<file path="src/rtl/value_to_pay_fsm.sv">
// value_to_pay_fsm: turns client-select and time-button presses into the
// 5-bit euro amount consumed by the check-digit stage.
module value_to_pay_fsm #(
  parameter int unsigned RATE_A      = 2,
  parameter int unsigned RATE_B      = 4,
  parameter int unsigned MAX_UNITS_A = 8,
  parameter int unsigned MAX_UNITS_B = 7,
  parameter int unsigned TIMEOUT_CYC = 1000
) (
  input  logic       clk,
  input  logic       rst_n,
  input  logic       clientA,
  input  logic       clientB,
  input  logic       timeBtn,
  input  logic       confirm,
  input  logic       cancel,
  output logic [4:0] valueToPay,
  output logic       valueValid,
  output logic [3:0] units,
  output logic       selErr
);

  localparam int unsigned TW = (TIMEOUT_CYC > 1) ? $clog2(TIMEOUT_CYC) : 1;
  localparam logic [TW-1:0] TMO_LAST = TW'(TIMEOUT_CYC - 1);
  localparam logic [4:0]    RA       = 5'(RATE_A);
  localparam logic [4:0]    RB       = 5'(RATE_B);
  localparam logic [3:0]    MA       = 4'(MAX_UNITS_A);
  localparam logic [3:0]    MB       = 4'(MAX_UNITS_B);

  typedef enum logic [1:0] {S_IDLE, S_SELECT, S_COUNT, S_DONE} state_t;

  state_t        r_state, w_state_n;
  logic          r_client, w_client_n;     // 0 = client A, 1 = client B
  logic [3:0]    r_units, w_units_n;
  logic [4:0]    r_value, w_value_n;
  logic          r_sel_err, w_sel_err_n;
  logic [TW-1:0] r_tmo, w_tmo_n;
  logic          r_a_d, r_b_d, r_t_d, r_c_d, r_k_d;
  logic          w_pa, w_pb, w_pt, w_pc, w_pk, w_any, w_abort;
  logic [4:0]    w_rate, w_value;
  logic [3:0]    w_max;

  assign w_pa  = clientA & ~r_a_d;
  assign w_pb  = clientB & ~r_b_d;
  assign w_pt  = timeBtn & ~r_t_d;
  assign w_pc  = confirm & ~r_c_d;
  assign w_pk  = cancel  & ~r_k_d;
  assign w_any = w_pa | w_pb | w_pt | w_pc | w_pk;

  assign w_rate  = r_client ? RB : RA;
  assign w_max   = r_client ? MB : MA;
  assign w_value = 5'(r_units) * w_rate;

  // State, datapath and button-history registers
  always_ff @(posedge clk or negedge rst_n) begin
    if (!rst_n) begin
      r_state   <= S_IDLE;
      r_client  <= 1'b0;
      r_units   <= '0;
      r_value   <= '0;
      r_sel_err <= 1'b0;
      r_tmo     <= '0;
      r_a_d     <= 1'b0;
      r_b_d     <= 1'b0;
      r_t_d     <= 1'b0;
      r_c_d     <= 1'b0;
      r_k_d     <= 1'b0;
    end else begin
      r_state   <= w_state_n;
      r_client  <= w_client_n;
      r_units   <= w_units_n;
      r_value   <= w_value_n;
      r_sel_err <= w_sel_err_n;
      r_tmo     <= w_tmo_n;
      r_a_d     <= clientA;
      r_b_d     <= clientB;
      r_t_d     <= timeBtn;
      r_c_d     <= confirm;
      r_k_d     <= cancel;
    end
  end

  // Next-state logic; cancel and timeout share one abort path back to IDLE
  always_comb begin
    w_state_n   = r_state;
    w_client_n  = r_client;
    w_units_n   = r_units;
    w_value_n   = r_value;
    w_sel_err_n = 1'b0;
    w_abort     = 1'b0;
    w_tmo_n     = ((r_state == S_SELECT || r_state == S_COUNT) && !w_any)
                  ? r_tmo + 1'b1 : '0;
    unique case (r_state)
      S_IDLE: begin
        if (w_pa && w_pb) begin
          w_sel_err_n = 1'b1;
        end else if (w_pa || w_pb) begin
          w_client_n = w_pb;
          w_state_n  = S_SELECT;
        end
      end
      S_SELECT: begin
        if (w_pk) begin
          w_abort = 1'b1;
        end else begin
          if (r_client ? w_pa : w_pb) w_sel_err_n = 1'b1;
          if (w_pt) begin
            w_units_n = 4'd1;
            w_state_n = S_COUNT;
          end else if (!w_any && r_tmo == TMO_LAST) begin
            w_abort = 1'b1;
          end
        end
      end
      S_COUNT: begin
        // confirm takes priority over a timeBtn press in the same cycle
        if (w_pk) begin
          w_abort = 1'b1;
        end else if (w_pc) begin
          w_value_n = w_value;
          w_state_n = S_DONE;
        end else if (w_pt) begin
          if (r_units < w_max) w_units_n = r_units + 4'd1;
        end else if (!w_any && r_tmo == TMO_LAST) begin
          w_abort = 1'b1;
        end
      end
      S_DONE: begin
        if (w_pk) w_abort = 1'b1;
      end
      default: w_abort = 1'b1;
    endcase
    if (w_abort) begin
      w_state_n = S_IDLE;
      w_units_n = '0;
      w_value_n = '0;
      w_tmo_n   = '0;
    end
  end

  assign valueToPay = r_value;
  assign valueValid = (r_state == S_DONE);
  assign units      = r_units;
  assign selErr     = r_sel_err;

endmodule

</file>
<file path="config.mk">
export PLATFORM = sky130hd
export DESIGN_NAME = value_to_pay_fsm
export DESIGN_NICKNAME = d
export VERILOG_FILES = /design/src/rtl/value_to_pay_fsm.sv
export SDC_FILE = /design/constraint.sdc
export NUM_CORES = 1
export LEC_CHECK = 0
export BUFFER_PORTS_ARGS = -buffer_cell sky130_fd_sc_hd__clkbuf_2
export CAP_MARGIN = 5
export CORE_AREA = 2 2 57 59
export DETAILED_ROUTE_END_ITERATION = 7
export DIE_AREA = 0 0 59 61
export PLACE_DENSITY = 0.84
export RECOVER_POWER = 25
export SETUP_SLACK_MARGIN = 0.1
export SLEW_MARGIN = 20
export SYNTH_ARGS = -nofsm -noshare
export SYNTH_HDL_FRONTEND = slang
export SYNTH_SLANG_ARGS = --single-unit
export TNS_END_PERCENT = 10
</file>
<file path="constraint.sdc">
create_clock -name clk -period 3.2 [get_ports clk]
set_clock_uncertainty 0.05 [all_clocks]
set_input_delay 0.8 -clock clk [delete_from_list [all_inputs] [get_ports clk]]
set_output_delay 0.8 -clock clk [all_outputs]
set_load 0.01 [all_outputs]
</file>
After elaboration in Yosys (flattened, before gate mapping)

Index checks and enable logic that the tools add are counted.

Input bits: 7
Bits in registers: 28
Word-level logic and storage cells: 95
Output and inout port bits: 11

Multiply operators: 1
Reduce and logical (&&, ||, !) cells: 15
Add/sub/neg operators: 2
Equality and inequality tests: 14
Magnitude comparators: 1
Multiplexer cells: 36
Bitwise logic cells: 15

Operator list:

| kind                                                             | count |
|---|---|
| 4-bit 2-to-1 mux                                                 | 8 |
| 3-bit != test (second input constant)                            | 8 |
| 10-bit 2-to-1 mux                                                | 2 |
| 5-bit 2-to-1 mux                                                 | 4 |
| 2-bit 2-to-1 mux                                                 | 7 |
| 7-bit AND reduction                                              | 2 |
| 10-bit by 1-bit adder with 10-bit output (second input constant) | 1 |
| 10-bit == test (second input constant)                           | 1 |
| 1-bit 2-to-1 mux                                                 | 10 |
| 4-bit one-hot mux with 2 select lines                            | 1 |
| 1-bit inverter                                                   | 6 |
| 2-bit one-hot mux with 3 select lines                            | 1 |
| 3-bit AND reduction                                              | 2 |
| 1-bit bitwise AND                                                | 5 |
| 4-bit by 3-bit multiplier with 5-bit output                      | 1 |
| 4-bit by 1-bit adder with 4-bit output (second input constant)   | 1 |
| 2-bit == test (second input constant)                            | 2 |
| 4-bit less-than comparator                                       | 1 |
| 1-bit bitwise OR                                                 | 4 |
| 2-bit nonzero test                                               | 2 |
| 4-bit nonzero test                                               | 1 |
| 1-bit logical AND                                                | 3 |
| 3-bit 2-to-1 mux                                                 | 1 |
| 3-bit by 2-bit != test with 1-bit output (second input constant) | 1 |
| 8 further kinds                                                  | 9 |

Depth between registers and ports, before layout

Gate-level depths: netlist of run 1.

Word-level depth: 15
Depth in mapped cells: 8
Gate-level depth less buffers: 8

Worst setup path after synthesis of run 1

Ideal clock, no wire load.

Path kind: in2reg
From: input port clientB
To: register r_state[0]
Setup time: 0.140 ns
Data arrival time: 1.987 ns
Data required time: 3.010 ns
Cell stages on the path: 7
Path buffers: 0
Slack: 1.024 ns
Path through: nand2b_1 -> ha_1 -> nand2_1 -> and4b_4 -> a31oi_4 -> a2111oi_0 -> a211oi_1

Word-level cells in the longest chain between the ends: 14
Elaborated cells between the ends (all ways): 24
Those cells by class: eq/ne (6); mux (7); bitwise (5); reduce/logical (6)

RTL lines:

| item                                                                        | line     | source |
|---|---|---|
| start: declaration                                                          | 13       | `input logic clientB,` |
| 1-bit bitwise AND *                                                         | 44       | `assign w_pb = clientB & ~r_b_d;` |
| 1-bit bitwise OR (4 in series)                                              | 48       | `assign w_any = w_pa \| w_pb \| w_pt \| w_pc \| w_pk;` |
| 1-bit logical NOT                                                           | 110, 124 |  |
| 1-bit logical AND                                                           | 110, 124 |  |
| 1-bit 2-to-1 mux                                                            | 110, 124 |  |
| 1-bit 2-to-1 mux                                                            | 122      | `end else if (w_pt) begin` |
| 1-bit 2-to-1 mux                                                            | 119      | `end else if (w_pc) begin` |
| 1-bit 2-to-1 mux                                                            | 117      | `if (w_pk) begin` |
| 1-bit one-hot mux with 3 select lines                                       | 93       | `unique case (r_state)` |
| 3-bit != test (no source line) / 4-bit nonzero test (equally long branches) | -        |  |
| 7-bit AND reduction (no source line)                                        | -        |  |
| end signal: assignment                                                      | 69       | `r_state <= w_state_n;` |
| end: declaration                                                            | 32       | `state_t r_state, w_state_n;` |

Every way passes the cells marked *; elsewhere a longest branch is shown, timed or not.
A chain may end at the register's enable or synchronous reset.

Worst setup path in the final report of run 1

From: register r_state[0]
To: register r_units[2] (netlist: units[2])

Word-level cells in the longest chain between the ends: 4
Elaborated cells between the ends (all ways): 14
Those cells by class: eq/ne (9); mux (3); reduce/logical (2)

RTL lines:

| item                                                                              | line | source |
|---|---|---|
| 2-bit == test / 2-bit by 1-bit == test with 1-bit output (equally long branches)  | 93   |  |
| 1-bit one-hot mux with 3 select lines                                             | 93   |  |
| 3-bit by 2-bit != test with 1-bit output (no source line) (tied with other cells) | -    |  |
| 7-bit AND reduction (no source line)                                              | -    |  |
| end signal: assignment                                                            | 71   | `r_units <= w_units_n;` |
| end: declaration                                                                  | 34   | `logic [3:0] r_units, w_units_n;` |

Several ways; a longest one is shown, not always the timed one.

==> reports/summary.txt, run 1 <==
worst path required time - 3.43 ns
Yosys top cell by area - dfrtp_1
CP Data Arrival Time - 2.48 ns
R2R Setup Slk - 0.95 ns
ANT nets after route - 0
Yosys reg bits - 27
mux cell area share after synthesis - 0.0303
area delta synth->final - 6.73%
fin crit period - 2.25 ns
Synth Area in Adders - 0.0962
post-synthesis xor/xnor area fraction - 0.0518
Mapped Area - 1690 um^2
hold crit path type - reg -> reg
Mean Syn Cell Area - 9.89 um^2
setup repair bufs after CTS - 0
cts repair resizes - 0
Hold Buf Count CTS - 0
final setup TNS - 0 ns
Final Max Slew Viols - 0
Startpoint Class - flop
final worst slack - 0.945 ns
largest family of logic cells by synthesized area - simple AND/OR/NAND/NOR gates
top-area cell type share of the netlist area - 0.399
initial core utilization - 0.573
clock sinks - 27
fin cells - 219
layout cells sized above 1 - 0.145
GRT overflow - 0
DR DRC count - 0
simple logic cell fraction of the synthesized area - 0.221
Total GRT Usage - 0.220
fill count - 244
Die X-Extent - 59 um
RD Place Congestion - 0.964
Ports - 18
pre-CTS setup slack - 0.759 ns
hold_ws - 0.437 ns
Synth cell types - 49
HPWL after DPL - 2480 um
worst-skew pair later-pin latency - 0.34 ns
WS Path Type - reg -> reg
clk slew on worst S/H paths - 0.15 ns
Placed Cells - 215
clk buf depth - 2
Buffers on Ports - 16
FMAX - 444 MHz
ys async rst share - 1.00
Post-Place Cell Area - 1780 um^2
EDFF count, synth - 0
Final Util - 0.611
vias in the first global route - 1315
total number of H-tree levels - 1
critical-path maximum fanout - 15
period utilisation layout - 0.705
# setup viols final - 0
DRT iter0 DRCs - 84
initial antenna violation count - 0
overall power - 1.33 mW
Via-to-Cell Ratio - 6.05
first-pass detailed-route iteration total - 4
Cell Rows - 20
Power per Cell Area - 737 nW/um^2
Slew HR - 0.0327
maximum vdd drop - 0.359 mV
Worst-Margin Slew - 1.45 ns
synthesized instance count - 171
finished layout cell area - 1810 um^2
Net count, final - 207
sequential-to-total area share from yosys stat - 0.399
final hold violations - 0
Chip Height - 61 um
top_reg_cell synth - dfrtp_1
top cells by area, synth - dfrtp_1 40%, ha_1 9.6%, nor2_1 4.0%, nand2_1 3.1%, xnor2_1 2.6%
total die area - 3600 um^2
synth warn - 0
CTS tree - done
RSZ-0062 raised after global routing - false
antenna fix cells - 0
core area - 2950 um^2
Worst setup EP type - flop
Vias - 1326
syn nets - 191
largest net degree at the start of global routing - 28
Num CTS Buffers - 3
Pleak - 0.814 nW
maxcap violations - 0
Routed wire per std cell - 15.6 um
complex-gate fraction of the synthesized area - 0.167
outcome - finished, final reports clean
first-pass GRT wire length - 5940 um
CTS Root Cell - clkbuf_4
final wirelength - 3420 um
-- cell type report --
cell class,count,area (um^2),share of cell area
clock inverters,1,7.51,0.00416
multi-input cells,133,962,0.533
inverters,6,22.5,0.0125
well taps,33,41.3,0.0229
flip-flops and latches,27,676,0.374
clock buffers,3,22.5,0.0125
repair buffers,16,73.8,0.0409
-- synth_stat cells (3+ instances only) --
master	n
dfrtp_1	27
xnor2_1	5
a21o_1	3
xor2_1	5
inv_1	6
nand2b_1	3
a21oi_1	3
and3_1	5
nand2_1	14
buf_4	3
a31oi_1	5
o21ai_0	4
o21a_1	3
nor2_1	18
nand4_1	3
ha_1	13
nand3_1	7
nor2b_1	3
mux2i_1	4
a211oi_1	4
-- power breakdown --
group          internal (mW)  leakage (nW)  total, mW  switching (mW)
combinational          0.276         0.444      0.658           0.382
sequential             0.409         0.356      0.514           0.105
clock                 0.0480        0.0139      0.158           0.110
-- placed cells by master, fill, tap and decap left out, types with 6 or more instances in the layout --
cell / Yosys / routed
ha_1: 13 / 13
inv_1: 6 / 6
dfrtp_1: 27 / 27
nand2_1: 14 / 14
nand3_1: 7 / 7
nor2_1: 18 / 18
clkbuf_2: 0 / 11
-- path summary, 6_finish.rpt --
| kind | start | endpoint | cells after the start |
|---|---|---|---|
| worst max-delay path | r_state[0] | units[2] | 7 |
| max in group asynchronous | rst_n | r_t_d | 1 |
| min in group asynchronous | rst_n | valueToPay[2] | 1 |
| worst max register to register | r_state[0] | units[2] | 7 |
| worst min-delay path | r_tmo[0] | r_tmo[0] | 1 |
| worst min register to register | r_tmo[0] | r_tmo[0] | 1 |
-- critical path, cell delays in order (launching register included) --
cell     delay (ns)
dfrtp_1        0.45
inv_1          0.19
ha_1           0.54
nor2b_1        0.23
o21ai_0        0.21
nor3b_1        0.26
nand3_1        0.10
a31oi_1        0.16
-- registers in the layout (all words and copies together), names as in the netlist, 2 cells and up --
signal and flops:
r_state 2, r_tmo 10, units 4, valueToPay 4
-- kinds of logic (layout without fill, tap and decap cells) --
logic type,after synthesis,count (layout)
adders and majority gates,13,13
xor gates and xnor gates,10,10
and+or+nand+nor,69,69
DFF,27,27
buffers and inverters,11,26
other,1,1
muxes,5,5
AOI/OAI and AO/OA,35,35
-- per-layer routing --
| layer | share of wire | vias to the layer above | global-route usage |
|---|---|---|---|
| li1 | - | 643 | - |
| met1 | 0.45 | 641 | 0.280 |
| met2 | 0.50 | 34 | 0.381 |
| met3 | 0.032 | 8 | 0.0235 |
| met4 | 0.016 | 0 | 0.0974 |
| met5 | 0 | - | 0 |
Note: power is estimated with default switching activity, not from simulation.
==> run 2, diff against run 1 <==
--- a/config.mk
+++ b/config.mk
@@ -5,12 +5,13 @@
 export SDC_FILE = /design/constraint.sdc
 export NUM_CORES = 1
 export LEC_CHECK = 0
+export ABC_AREA = 1
 export BUFFER_PORTS_ARGS = -buffer_cell sky130_fd_sc_hd__clkbuf_2
 export CAP_MARGIN = 5
-export CORE_AREA = 2 2 57 59
+export CORE_AREA = 2 2 58 60
 export DETAILED_ROUTE_END_ITERATION = 7
-export DIE_AREA = 0 0 59 61
-export PLACE_DENSITY = 0.84
+export DIE_AREA = 0 0 60 62
+export PLACE_DENSITY = 0.82
 export RECOVER_POWER = 25
 export SETUP_SLACK_MARGIN = 0.1
 export SLEW_MARGIN = 20
==> constraint.sdc (replaced) <==
create_clock -name clk -period 2.35 [get_ports clk]
set_clock_uncertainty 0.05 [all_clocks]
set_input_delay 0.5875 -clock clk [delete_from_list [all_inputs] [get_ports clk]]
set_output_delay 0.5875 -clock clk [all_outputs]
set_load 0.01 [all_outputs]
==> run 2 against run 1 <==
Compared with the run above: hold slack worse by 0.14 ns; critical path type unchanged; global-route usage shrank 3.6 points; highest routed layer unchanged; clock power grew 33%; first-iteration DRC count is 27% lower; fmax up 6.7%; sequential power up 18%; clock-buffer cell count increased by 1; die area up 3.4%; synthesized cell count increased by 28%; routed wire length decreased by 8.2%.
==> reports/summary.txt, run 2 <==
outcome - finished, final reports clean
maxcap violations - 0
finished layout cell area - 1900 um^2
Chip Height - 62 um
Yosys reg bits - 27
sequential power share - 0.345
largest net degree at the start of global routing - 28
final wirelength - 3140 um
met1 WL - 1580 um
Mapped Area - 1720 um^2
synth warn - 0
layout cells sized above 1 - 0.199
RD Place Congestion - 0.842
Die X-Extent - 60 um
Placed Cells - 281
clk buf depth - 2
Vias - 1363
GRT overflow - 0
total die area - 3720 um^2
most instantiated cells after synthesis - 57 x nand2_1, 27 x dfrtp_1, 26 x inv_1
Clk pwr share - 0.120
Mean Syn Cell Area - 7.87 um^2
logic gate share of total power - 0.535
hold_ws - 0.301 ns
fill count - 288
R2R Setup Slk - 0.24 ns
hold crit path type - in -> reg
# setup viols final - 0
most frequent cells in the layout - 57 x nand2_1, 27 x dfrtp_1, 26 x inv_1
ys async rst share - 1.00
P_sw - 0.798 mW
final setup TNS - 0 ns
antenna fix cells - 0
initial core utilization - 0.542
clock sinks - 27
top-area cell type share of the netlist area - 0.392
final hold violations - 0
initial antenna violation count - 0
Pleak - 1.03 nW
core area - 3180 um^2
DR DRC count - 0
critical-path maximum fanout - 10
Synth cell types - 30
cell internal pwr - 0.953 mW
Yosys top cell by area - dfrtp_1
Final Max Slew Viols - 0
final worst slack - 0.237 ns
first-pass detailed-route iteration total - 4
commonest non-fill, non-tap cell in the layout - nand2_1
syn nets - 239
EDFF count, synth - 0
Net count, final - 262
maximum vdd drop - 0.638 mV
worst-skew pair later-pin latency - 0.34 ns
max reg flops - 10
met3 WL post-DR - 94 um
top_reg_cell synth - dfrtp_1
sequential-to-total area share from yosys stat - 0.392
fin cells - 287
Slew HR - 0.0159
Startpoint Class - flop
clk slew on worst S/H paths - 0.15 ns
DRT iter0 DRCs - 61
Routed wire per std cell - 10.9 um
synthesized instance count - 219
uppermost routed layer - met4
WS Path Type - reg -> reg
overall power - 1.75 mW
period utilisation layout - 0.899
HPWL after DPL - 2310 um
first-pass GRT wire length - 5130 um
largest register by flop count - r_tmo
Ports - 18
Via-to-Cell Ratio - 4.75
Post-Place Cell Area - 1860 um^2
Worst setup EP type - flop
pre-CTS setup slack - 0.0790 ns
Power per Cell Area - 923 nW/um^2
RSZ-0062 raised after global routing - false
met2 routed WL - 1430 um
CP Data Arrival Time - 2.31 ns
Num CTS Buffers - 3
top cells by area, synth - dfrtp_1 39%, nand2_1 12%, ha_1 9.4%, inv_1 5.7%, nor2_1 5.2%
Total GRT Usage - 0.184
worst path required time - 2.54 ns
Worst-Margin Slew - 1.48 ns
ANT nets after route - 0
Net Sw Frac - 0.456
area delta synth->final - 10.0%
CTS Root Cell - clkbuf_4
CTS tree - done
Final Util - 0.596
count leader, synth - nand2_1
vias in the first global route - 1212
fin crit period - 2.11 ns
Cell Rows - 21
FMAX - 473 MHz
total number of H-tree levels - 1
Buffers on Ports - 16
## run 2: changes by cell type after synthesis, moves of 5 or more
cell,change
nand3_2,+7
nor2_1,+6
nand2_1,+43
o21ai_0,+5
inv_1,+20
nand2_2,+7
and3_1,-5
## run 2: final cells by class
type                       instances  area [um^2]  share of cell area
multi-input combinational        157          902               0.476
clock buffer                       4         26.3              0.0139
inverter                          32          121              0.0640
timing repair buffer              21          113              0.0594
sequential                        27          676               0.356
tap                               46         57.6              0.0304
## run 2: what timing repair did
action / in CTS / in global routing
hold buffers: 0 / 0
gates resized for setup: 0 / 0
buffers inserted: 0 / 2
setup endpoints to repair: 0 / 5
## run 2: path summary, 6_finish.rpt
path | startpoint | end | cells after the start
hold reg to reg | r_tmo[0] | r_tmo[0] | 1
setup / recovery | r_state[1] | units[1] | 15
hold / removal | clientA | r_a_d | 1
setup reg to reg | r_state[1] | units[1] | 15
max in group asynchronous | rst_n | r_t_d | 1
min in group asynchronous | rst_n | selErr | 1
## run 2: layer usage
metal / vias to the layer above / GRT usage
li1: 730 / -
met1: 605 / 0.251
met2: 23 / 0.301
met3: 5 / 0.0290
met4: 0 / 0.0571
met5: - / 0
## run 2: power by group through the flow
| stage | clock network (mW) | logic [mW] | registers (mW) |
|---|---|---|---|
| 3_3_place_gp | 0 | 0.880 | 0.615 |
| 5_1_grt | 0.228 | 1.08 | 0.615 |
| 2_1_floorplan | 0 | 0.679 | 0.622 |
| 6_report | 0.210 | 0.936 | 0.604 |
| 4_1_cts | 0.213 | 0.908 | 0.608 |
| 3_5_place_dp | 0 | 0.899 | 0.616 |
## run 2: worst max-delay path, cell delays in order, from the launching register on
cell and delay [ns]:
dfrtp_1 0.43, inv_1 0.10, ha_1 0.33, nand2_1 0.06, clkinv_1 0.06, nand2_2 0.06
nor2_4 0.14, nand3_2 0.08, nand2_2 0.09, nand2_4 0.10, nand3_2 0.12, nand2_1 0.07
nor2_2 0.09, nand2_2 0.09, nand2_1 0.08, nand2_1 0.07
## run 2: cell families (layout without fill, tap and decap cells)
kind of cell,count (synthesis),in the layout,synth area share
flip-flops,27,27,0.392
other,1,1,0.00218
AND/OR/NAND/NOR,119,119,0.341
adder cells (fa/ha/maj),13,13,0.0944
AO/OA/AOI/OAI,19,19,0.0610
XOR/XNOR,5,5,0.0254
buffers and inverters,35,57,0.0842
